$ cat src/rtl/mem_port_arbiter.sv
// mem_port_arbiter
// Shares one memory port between an instruction-fetch requester (if_*) and a
// load/store requester (d_*). At most one memory transaction is outstanding.
// Data normally wins arbitration. After MAX_WAIT consecutive data wins
// against a waiting fetch, the fetch is forced through.
//
// Ports:
//   clk, reset         clock; synchronous active-low reset
//   if_req/if_addr     fetch request and address
//   if_gnt             fetch accepted (one-cycle pulse in the decision cycle)
//   if_rvalid/if_rdata fetch completion and read word
//   d_req/d_we/d_addr/d_wdata/d_width
//                      data request, store flag, address, store data, funct3 width
//   d_gnt              data accepted (one-cycle pulse)
//   d_misaligned       alignment fault pulse, issued instead of d_gnt
//   d_rvalid/d_rdata   data completion and lane-selected, extended load data
//   mem_*              registered memory-side request; mem_ready/mem_rdata complete it
//   bus_err            timeout abort pulse
//
// Optional feature: define ARB_TIMEOUT_EN to abort a transaction after
// TIMEOUT cycles without mem_ready. Without it, bus_err is tied low and a
// transaction waits indefinitely.
module mem_port_arbiter #(
    parameter int MAX_WAIT = 4,
    parameter int TIMEOUT  = 64
) (
    input  logic        clk,
    input  logic        reset,
    input  logic        if_req,
    input  logic [31:0] if_addr,
    output logic        if_gnt,
    output logic        if_rvalid,
    output logic [31:0] if_rdata,
    input  logic        d_req,
    input  logic        d_we,
    input  logic [31:0] d_addr,
    input  logic [31:0] d_wdata,
    input  logic [2:0]  d_width,
    output logic        d_gnt,
    output logic        d_rvalid,
    output logic [31:0] d_rdata,
    output logic        d_misaligned,
    output logic        mem_req,
    output logic        mem_we,
    output logic [31:0] mem_addr,
    output logic [3:0]  mem_be,
    output logic [31:0] mem_wdata,
    input  logic        mem_ready,
    input  logic [31:0] mem_rdata,
    output logic        bus_err
);

    localparam logic [1:0] IDLE   = 2'd0;
    localparam logic [1:0] BUSY_I = 2'd1;
    localparam logic [1:0] BUSY_D = 2'd2;

    localparam int SW = (MAX_WAIT < 1) ? 1 : $clog2(MAX_WAIT + 1);
    localparam logic [SW-1:0] MAX_WAIT_C = SW'(MAX_WAIT);

    // Widths 000/100 are always aligned; halfwords need addr[0]=0; words need
    // addr[1:0]=0; the remaining codes are not legal accesses at all.
    function automatic logic misaligned_f(input logic [2:0] width, input logic [1:0] off);
        logic r;
        case (width)
            3'b000, 3'b100: r = 1'b0;
            3'b001, 3'b101: r = off[0];
            3'b010:         r = (off != 2'b00);
            default:        r = 1'b1;
        endcase
        return r;
    endfunction

    function automatic logic [3:0] be_f(input logic [2:0] width, input logic [1:0] off);
        logic [3:0] r;
        case (width[1:0])
            2'b00:   r = 4'b0001 << off;
            2'b01:   r = 4'b0011 << off;
            default: r = 4'b1111;
        endcase
        return r;
    endfunction

    // Replicating the narrow store value puts it on every lane; mem_be picks the lane.
    function automatic logic [31:0] wdata_f(input logic [2:0] width, input logic [31:0] wdata);
        logic [31:0] r;
        case (width[1:0])
            2'b00:   r = {4{wdata[7:0]}};
            2'b01:   r = {2{wdata[15:0]}};
            default: r = wdata;
        endcase
        return r;
    endfunction

    function automatic logic [31:0] load_f(input logic [2:0] width, input logic [1:0] off,
                                           input logic [31:0] rdata);
        logic [31:0] sh;
        logic [31:0] r;
        sh = rdata >> {off, 3'b000};
        case (width)
            3'b000:  r = {{24{sh[7]}}, sh[7:0]};
            3'b001:  r = {{16{sh[15]}}, sh[15:0]};
            3'b010:  r = rdata;
            3'b100:  r = {24'h000000, sh[7:0]};
            3'b101:  r = {16'h0000, sh[15:0]};
            default: r = 32'h0000_0000;
        endcase
        return r;
    endfunction

    logic [1:0]    state_r;
    logic [1:0]    state_nxt_s;
    logic [SW-1:0] starve_r;
    logic [SW-1:0] starve_nxt_s;
    logic          grant_i_s;
    logic          grant_d_s;
    logic          misal_s;
    logic          done_s;
    logic          abort_s;
    logic          tmo_hit_s;
    logic          mem_req_r;
    logic          mem_we_r;
    logic [31:0]   mem_addr_r;
    logic [3:0]    mem_be_r;
    logic [31:0]   mem_wdata_r;
    logic [2:0]    width_r;
    logic [1:0]    off_r;
    logic          unused_s;

    assign unused_s = ^{if_addr[1:0], 32'(TIMEOUT)};

`ifdef ARB_TIMEOUT_EN
    localparam int TW = $clog2(TIMEOUT + 1);
    localparam logic [TW-1:0] TMO_LAST = TW'(TIMEOUT - 1);
    logic [TW-1:0] tmo_r;

    assign tmo_hit_s = (state_r != IDLE) && (tmo_r == TMO_LAST);

    // Busy-cycle counter; restarts on every transaction.
    always_ff @(posedge clk) begin
        if (!reset) begin
            tmo_r <= '0;
        end else if ((state_r != IDLE) && !done_s && !abort_s) begin
            tmo_r <= tmo_r + TW'(1);
        end else begin
            tmo_r <= '0;
        end
    end
`else
    assign tmo_hit_s = 1'b0;
`endif

    // Arbitration, starvation tracking and completion decode.
    always_comb begin
        state_nxt_s  = state_r;
        starve_nxt_s = starve_r;
        grant_i_s    = 1'b0;
        grant_d_s    = 1'b0;
        misal_s      = 1'b0;
        done_s       = 1'b0;
        abort_s      = 1'b0;
        case (state_r)
            IDLE: begin
                if (d_req && !(if_req && (starve_r == MAX_WAIT_C))) begin
                    // A misaligned request still counts as a data win so a
                    // stuck faulting requester cannot starve fetch forever.
                    if (if_req && (starve_r < MAX_WAIT_C)) begin
                        starve_nxt_s = starve_r + SW'(1);
                    end else begin
                        starve_nxt_s = starve_r;
                    end
                    if (misaligned_f(d_width, d_addr[1:0])) begin
                        misal_s = 1'b1;
                    end else begin
                        grant_d_s   = 1'b1;
                        state_nxt_s = BUSY_D;
                    end
                end else if (if_req) begin
                    grant_i_s    = 1'b1;
                    starve_nxt_s = '0;
                    state_nxt_s  = BUSY_I;
                end else begin
                    state_nxt_s = IDLE;
                end
            end
            BUSY_I, BUSY_D: begin
                if (mem_ready) begin
                    done_s      = 1'b1;
                    state_nxt_s = IDLE;
                end else if (tmo_hit_s) begin
                    abort_s     = 1'b1;
                    state_nxt_s = IDLE;
                end else begin
                    state_nxt_s = state_r;
                end
            end
            default: state_nxt_s = IDLE;
        endcase
    end

    // State, starve count and the held memory-side request.
    always_ff @(posedge clk) begin
        if (!reset) begin
            state_r     <= IDLE;
            starve_r    <= '0;
            mem_req_r   <= 1'b0;
            mem_we_r    <= 1'b0;
            mem_addr_r  <= 32'h0000_0000;
            mem_be_r    <= 4'b0000;
            mem_wdata_r <= 32'h0000_0000;
            width_r     <= 3'b000;
            off_r       <= 2'b00;
        end else begin
            state_r  <= state_nxt_s;
            starve_r <= starve_nxt_s;
            if (grant_i_s) begin
                mem_req_r   <= 1'b1;
                mem_we_r    <= 1'b0;
                mem_addr_r  <= {if_addr[31:2], 2'b00};
                mem_be_r    <= 4'b1111;
                mem_wdata_r <= 32'h0000_0000;
                width_r     <= 3'b010;
                off_r       <= 2'b00;
            end else if (grant_d_s) begin
                mem_req_r   <= 1'b1;
                mem_we_r    <= d_we;
                mem_addr_r  <= {d_addr[31:2], 2'b00};
                mem_be_r    <= be_f(d_width, d_addr[1:0]);
                mem_wdata_r <= d_we ? wdata_f(d_width, d_wdata) : 32'h0000_0000;
                width_r     <= d_width;
                off_r       <= d_addr[1:0];
            end else if (done_s || abort_s) begin
                mem_req_r   <= 1'b0;
                mem_we_r    <= 1'b0;
                mem_addr_r  <= 32'h0000_0000;
                mem_be_r    <= 4'b0000;
                mem_wdata_r <= 32'h0000_0000;
                width_r     <= 3'b000;
                off_r       <= 2'b00;
            end else begin
                mem_req_r <= mem_req_r;
            end
        end
    end

    // Decision and completion pulses are combinational; gating with reset
    // keeps every output low while reset is asserted.
    assign if_gnt       = reset & grant_i_s;
    assign d_gnt        = reset & grant_d_s;
    assign d_misaligned = reset & misal_s;
    assign if_rvalid    = reset & done_s & (state_r == BUSY_I);
    assign d_rvalid     = reset & done_s & (state_r == BUSY_D);
    assign if_rdata     = if_rvalid ? mem_rdata : 32'h0000_0000;
    assign d_rdata      = (d_rvalid && !mem_we_r) ? load_f(width_r, off_r, mem_rdata)
                                                  : 32'h0000_0000;
    assign bus_err      = reset & abort_s;
    assign mem_req      = mem_req_r;
    assign mem_we       = mem_we_r;
    assign mem_addr     = mem_addr_r;
    assign mem_be       = mem_be_r;
    assign mem_wdata    = mem_wdata_r;

endmodule

$ cat config.mk
export PLATFORM = sky130hd
export DESIGN_NAME = mem_port_arbiter
export DESIGN_NICKNAME = d
export VERILOG_FILES = /design/src/rtl/mem_port_arbiter.sv
export SDC_FILE = /design/constraint.sdc
export NUM_CORES = 1
export LEC_CHECK = 0
export CORE_ASPECT_RATIO = 0.5
export CORE_MARGIN = 1.5
export CORE_UTILIZATION = 30
export DETAILED_ROUTE_END_ITERATION = 8
export PLACE_DENSITY = 0.67
export SLEW_MARGIN = 30
export SYNTH_ARGS = -nofsm -noshare
export SYNTH_HDL_FRONTEND = slang
export SYNTH_SLANG_ARGS = --single-unit
$ cat constraint.sdc
create_clock -name clk -period 2.95 [get_ports clk]
set_clock_uncertainty 0.15 [all_clocks]
set_input_delay 0.59 -clock clk [delete_from_list [all_inputs] [get_ports clk]]
set_output_delay 0.59 -clock clk [all_outputs]
set_load 0.01 [all_outputs]
==> impl_metrics.yaml, run 1 <==
layout:
  layout-area-overhead-vs-synth_pct: 76.1
  finalNetCount: 947
  n_antenna_cell: 0
  instances_no_fill: 1006
  drive_above_1_share_pct: 16.1
clock_network:
  root_buffer: "clkbuf_16"
  cts_tree: "built"
  cts_inserted_buffers: 9
  h-tree-depth: 3
  cts_buffer_depth: 2
  clkTransAtPathRegs_ns: 0.06
  clkSinkCount: 78
  postCtsSetupRepairBufs: 0
  worstSkewPairLatency_ns: 0.33
power_and_ir_drop:
  p_per_area_mw_per_mm2: 401
  ir_drop_mv: 0.247
  leakage_nw: 3.45
  fin_total_pwr_mw: 3.19
die:
  rows: 31
  start_util_pct: 31.0
  die_h_um: 89.8
  coreArea_mm2: 0.0146
  die_area_mm2: 0.0158
  die_x_um: 177
  ios: 277
logic_synthesis:
  yosysUniqueCellTypes: 51
  synth-edff-count: 0
  ys_seq_elements: 78
  synth_area_per_cell_um2: 8.87
  syn_area_mm2: 0.00452
  syn_inst: 509
  yosys_warnings: 0
  ys_seq_area_share_pct: 34.6
  ys_dominant_reg_cell: "dfxtp_1"
  ys_async_sr_fraction_pct: 0
worst_setup_path:
  crit_fanout: 8
  crit_required_ns: 2.21
  cp-end-kind: "primary output"
  cp.arrival_ns: 2.16
  startpoint_type: "primary input"
  path_class: "in -> out"
detailed_routing:
  route.detailed.drc: 0
  wl_per_cell_um: 17.0
  ant_nets: 0
  via_per_inst: 5.03
  wl_um: 17100
  route.vias.total: 5061
  dr.pass1.iters: 4
  initialDrtViolationCount: 294
global_route:
  grt-ovfl-total: 0
  grt_use_total_pct: 20.8
  antenna_found_initial: 0
  grt_pass1_vias: 4896
  grt_max_degree: 48
  grt_pass1_wl_um: 26300
run:
  drv_cap: 0
sta:
  fin_crit_ns: 2.90
  fin_crit_sh_pct: 98.4
  setup_viol: 0
  hold_viol_final: 0
  slew_headroom_pct: 62.9
  fmax_mhz: 345
  tightest_slew_ns: 0.555
  grt_setup_unrepaired: "yes"
  maxSlewViolCount: 0
hold_path:
  hp-class: "reg -> reg"
place:
  place_congestion: 0.830
  dp.cells: 991
  dp_hpwl_um: 13000
  port-buffer-count: 271
run_status:
  status: "finished, final reports clean"
[path summary, 6_finish.rpt]
path            startpoint           end  slack [ns]  cells after the start
max          mem_rdata[15]   d_rdata[13]        0.05                      6
min reg2reg   mem_wdata[9]  mem_wdata[9]        0.32                      1
min           mem_wdata[9]  mem_wdata[9]        0.32                      1
max reg2reg     state_r[0]  mem_addr[15]        0.81                      8
[critical path, stage by stage]
cell and delay [ns]:
clkdlybuf4s50_1 0.49, mux2_4 0.17, mux2i_1 0.09, or3_4 0.40, a21oi_1 0.16, clkdlybuf4s15_1 0.25
[power by group]
part           switching (mW)  total [mW]  internal [mW]
clock                   0.420        1.17          0.752
combinational           0.379       0.856          0.477
sequential             0.0395        1.16           1.12
[cells in the mapped netlist (3+ instances only)]
| master | count | area share (%) |
|---|---|---|
| dfxtp_1 | 78 | 35 |
| nand2_1 | 43 | 3.6 |
| and2_1 | 35 | 4.8 |
| and3_1 | 35 | 4.8 |
| mux2i_1 | 34 | 7.5 |
| clkbuf_1 | 31 | 2.6 |
| a21oi_1 | 30 | 3.3 |
| a221o_1 | 30 | 6.7 |
| o2bb2ai_1 | 23 | 4.5 |
| nand3_1 | 19 | 2.1 |
| nor2_1 | 18 | 1.5 |
| nor2b_1 | 12 | 1.7 |
| a21oi_2 | 9 | 1.7 |
| a22o_1 | 8 | 1.6 |
| a22oi_1 | 8 | 1.3 |
| buf_6 | 8 | 2.0 |
| o2111ai_1 | 8 | 1.6 |
| a211o_1 | 7 | 1.4 |
| a32oi_1 | 7 | 1.4 |
| inv_1 | 7 | 0.58 |
| buf_2 | 5 | 0.55 |
| ha_1 | 5 | 1.4 |
| buf_1 | 4 | 0.33 |
| nand4_1 | 4 | 0.55 |
| o211ai_1 | 4 | 0.67 |
| buf_4 | 3 | 0.50 |
[cell families (layout without fill, tap and decap cells)]
group | Yosys count | after routing | share of synthesized area (%)
AOI/OAI and AO/OA | 151 | 151 | 27.3
adders and majority gates | 5 | 5 | 1.39
buffers and inverters | 60 | 357 | 7.07
DFF | 78 | 78 | 34.6
muxes | 36 | 36 | 8.04
other | 1 | 3 | 0.0830
and+or+nand+nor | 178 | 178 | 21.5
[through the flow]
stage / utilization (%) / hold slack (ns) / cell area (um^2) / setup TNS, ns / setup WS [ns]
2_1_floorplan: - / 0.302 / 4520 / 0 / 0.399
3_3_place_gp: 53.1 / 0.297 / 7740 / -16.65 / -0.590
3_5_place_dp: 53.1 / 0.301 / 7740 / -18.18 / -0.649
4_1_cts: 54.9 / 0.315 / 8010 / 0 / 0.000441
5_1_grt: 54.5 / 0.337 / 7950 / -0.00878 / -0.00878
6_report: 54.5 / 0.316 / 7950 / 0 / 0.0484
[layout make-up]
type	count	area, um^2
clock buffers	10	239
clock inverters	4	72.6
fillers	1364	6630
inverters	8	30.0
multi-input cells	373	2680
flip-flops and latches	78	1560
well taps	198	248
repair buffers	335	3130
[cell usage in the layout, fill, tap and decap left out, drive strengths merged, types with 2 or more instances in the layout]
master	netlist	layout
clkdlybuf4s50	0	199
dfxtp	78	78
buf	21	67
nand2	43	43
a21oi	41	41
dlygate4sd2	0	37
and3	35	35
and2	35	35
mux2i	34	34
clkbuf	31	31
a221o	30	30
o2bb2ai	23	23
nand3	19	19
nor2	18	18
nor2b	12	12
a22oi	8	8
o2111ai	8	8
a22o	8	8
clkdlybuf4s15	0	8
inv	7	7
a211o	7	7
a32oi	7	7
ha	5	5
o211ai	5	5
nand4	4	4
conb	1	3
dlymetal6s2s	0	3
nand2b	3	3
o21ai	3	3
or3	2	2
or2	2	2
a31oi	2	2
o211a	2	2
bufinv	0	2
mux2	2	2
nor3	2	2
a21boi	2	2
clkinv	1	2
[sequential cells by signal, summed over array words and instances, names as in the netlist]
name and flops:
mem_wdata 32, mem_addr 30, mem_be 4, starve_r 3, width_r 3, off_r 2
state_r 2, mem_req 1, mem_we 1
[routing by layer]
layer	vias up	global-route usage, %	wire length, um
met5	-	0	0
met4	0	7.77	453
met3	35	5.29	1150
met2	186	35.5	8200
met1	2354	25.1	7290
li1	2486	-	-
[what timing repair did]
action                                  4_1_cts  5_1_grt
resized for setup                            90       51
pin swaps                                     1        0
endpoints found under the setup margin       67       34
cloned                                        0        1
hold buffers                                  0        0
Note: power is estimated with default switching activity, not from simulation.
==> run 2, diff against run 1 <==
Settings changed: CORE_UTILIZATION 30 to 38, MAX_ROUTING_LAYER from default to met4, PLACE_DENSITY 0.67 to 0.82.
==> run 2 against run 1 <==
Fmax rose by 0.77%; worst setup slack improved by 0.022 ns; critical path depth grew 1; sequential power about the same; routed wire length shrank 3.3%; global-route usage increased by 5.2 points; combinational power fell by 1%; power increased by 0.48%; worst hold slack got worse by 0.0061 ns; register-to-register slack improved by 0.09 ns; highest routed layer unchanged; design area decreased by 0.79%.
==> impl_metrics.yaml, run 2 (synthesis gave the netlist of run 1 again) <==
power_and_ir_drop:
  comb_power_share_pct: 26.4
  power_switching_mw: 0.853
  leakage_nw: 3.34
  seq_power_share_pct: 36.2
  switching_share_pct: 26.6
  ir_drop_mv: 0.322
  p_clk_share_pct: 37.4
  p_per_area_mw_per_mm2: 406
  p_int_mw: 2.35
global_route:
  grt_pass1_vias: 4895
  grt_max_degree: 34
  antenna_found_initial: 0
  grt_use_total_pct: 26.0
  grt-ovfl-total: 0
  grt_pass1_wl_um: 25200
sta:
  fin_hold_ws_ns: 0.309
  fin_ws_ns: 0.0706
  fin_crit_sh_pct: 97.6
  grt_setup_unrepaired: "no"
  maxSlewViolCount: 0
  fin_crit_ns: 2.88
  fin_setup_tns_ns: 0
  setup_viol: 0
  hold_viol_final: 0
  fmax_mhz: 347
detailed_routing:
  wl_um: 16500
  ant_nets: 0
  via_per_inst: 5.28
  wl_per_cell_um: 17.1
  route.detailed.drc: 0
  route.vias.total: 5113
  dr.pass1.iters: 5
  initialDrtViolationCount: 456
die:
  die_h_um: 80.1
  start_util_pct: 40.0
  die_x_um: 157
  ios: 277
  die_area_mm2: 0.0126
  coreArea_mm2: 0.0113
  rows: 27
clock_network:
  cts_inserted_buffers: 9
  postCtsSetupRepairBufs: 0
  postCtsHoldBufs: 0
  clkSinkCount: 78
  worstSkewPairLatency_ns: 0.33
  clkTransAtPathRegs_ns: 0.05
  h-tree-depth: 3
  root_buffer: "clkbuf_16"
  cts_buffer_depth: 2
  cts_tree: "built"
worst_setup_path:
  cp-end-kind: "primary output"
  path_class: "in -> out"
  cp.arrival_ns: 2.14
  rr_worst_depth: 8
  crit_end: "if_rdata[3]"
  critPathMaxStageDelay_ns: 0.48
  r2r_start: "state_r[0]"
  critical-path-top-delay-family: "buffers and inverters"
  crit_path_top_delay_cell: "clkdlybuf4s50_1"
  crit_path_frequent_cell: "and2_1"
  r2r-end: "mem_addr[5]"
  crit_fanout: 16
  crit_required_ns: 2.21
  critical_path_depth: 7
  path_buf_inv: 4
  startpoint_type: "primary input"
  path_cells: "clkdlybuf4s50_1 -> and2_1 -> buf_4 -> and3_4 -> clkbuf_16 -> and2_1 -> clkdlybuf4s15_1"
  startpoint: "mem_ready"
  r2r_slack_ns: 0.90
layout:
  mostFrequentLayoutCell: "clkdlybuf4s50_1"
  largest_reg_flops: 32
  layout-area-overhead-vs-synth_pct: 74.7
  drive_above_1_share_pct: 18.2
  final_cell_mix: "clkdlybuf4s50_1 (199), dfxtp_1 (77), buf_4 (57), nand2_1 (42), and2_1 (35)"
  n_antenna_cell: 0
  finalNetCount: 946
  multi_input_area_mm2: 0.00271
  fill_cells: 940
  fin_area_mm2: 0.00789
  ff_latch_area_mm2: 0.00156
  instances_no_fill: 968
hold_path:
  hp-class: "reg -> reg"
  holdPathStages: 1
  worstHoldStart: "mem_wdata[14]"
place:
  port-buffer-count: 271
  dp_hpwl_um: 12600
  dpl_cell_area_mm2: 0.00765
  place_congestion: 0.918
  dp.cells: 951
  post-place-ws_ns: -0.638
run:
  drv_cap: 0
run_status:
  status: "finished, final reports clean"
-- run 2: changes by cell type in the layout (fill, tap and decap cells not counted), sizes merged --
cell           previous run  this run
clkinv                    2         3
dlymetal6s2s              3         2
buf                      67        76
dlygate4sd2              37        14
clkinvlp                  1         2
clkdlybuf4s15             8        22
-- run 2: repair_timing --
item                                    CTS  global route
endpoints found under the setup margin   67            63
hold endpoints to repair                  0             0
pin swaps                                 1             2
gates resized for setup                 130            63
gates cloned                              0             1
-- run 2: stage by stage --
stage          utilization, %  power [mW]
2_1_floorplan               -        1.56
3_3_place_gp             67.8        1.99
3_5_place_dp             67.8        2.01
4_1_cts                  70.1        3.20
5_1_grt                  69.9        3.33
6_report                 69.9        3.20
-- run 2: worst register-to-register path: stages (launching register included) --
cell and delay, ns:
dfxtp_2 0.34, inv_1 0.08, ha_4 0.18, and2_1 0.16
buf_4 0.14, and3_1 0.18, buf_4 0.22, and3_1 0.22
a221o_1 0.26
-- run 2: area by class of cell --
cell class,count,share of cell area [%]
clock buffers,10,3.03
clock inverters,6,1.08
inverters,8,0.381
multi-input cells,373,34.3
flip-flops and latches,78,19.8
well taps,159,2.52
repair buffers,334,38.9
-- run 2: worst min path at each step --
| stage | end | slack [ns] |
|---|---|---|
| 2_1_floorplan | state_r[0] | 0.30 |
| 3_3_place_gp | mem_wdata[11] | 0.30 |
| 3_5_place_dp | mem_wdata[22] | 0.30 |
| 4_1_cts | mem_wdata[14] | 0.31 |
| 5_1_grt | mem_wdata[18] | 0.32 |
| 6_report | mem_wdata[14] | 0.31 |
-- run 2: power groups by stage --
stage	sequential (mW)	combinational, mW	clock (mW)
after floorplan	1.20	0.355	0
after global placement	1.18	0.816	0
after detailed placement	1.18	0.827	0
after CTS	1.16	0.837	1.21
after global routing	1.17	0.904	1.26
final	1.16	0.847	1.20
-- run 2: routing by layer --
| layer | vias up | track usage, % | share of wire, % | wire length [um] |
|---|---|---|---|---|
| met1 | 2419 | 30.5 | 43 | 7070 |
| met2 | 177 | 46.3 | 50 | 8290 |
| li1 | 2489 | - | - | - |
| met3 | 28 | 4.53 | 5.4 | 899 |
| met5 | - | - | 0 | 0 |
| met4 | 0 | 7.26 | 1.6 | 269 |
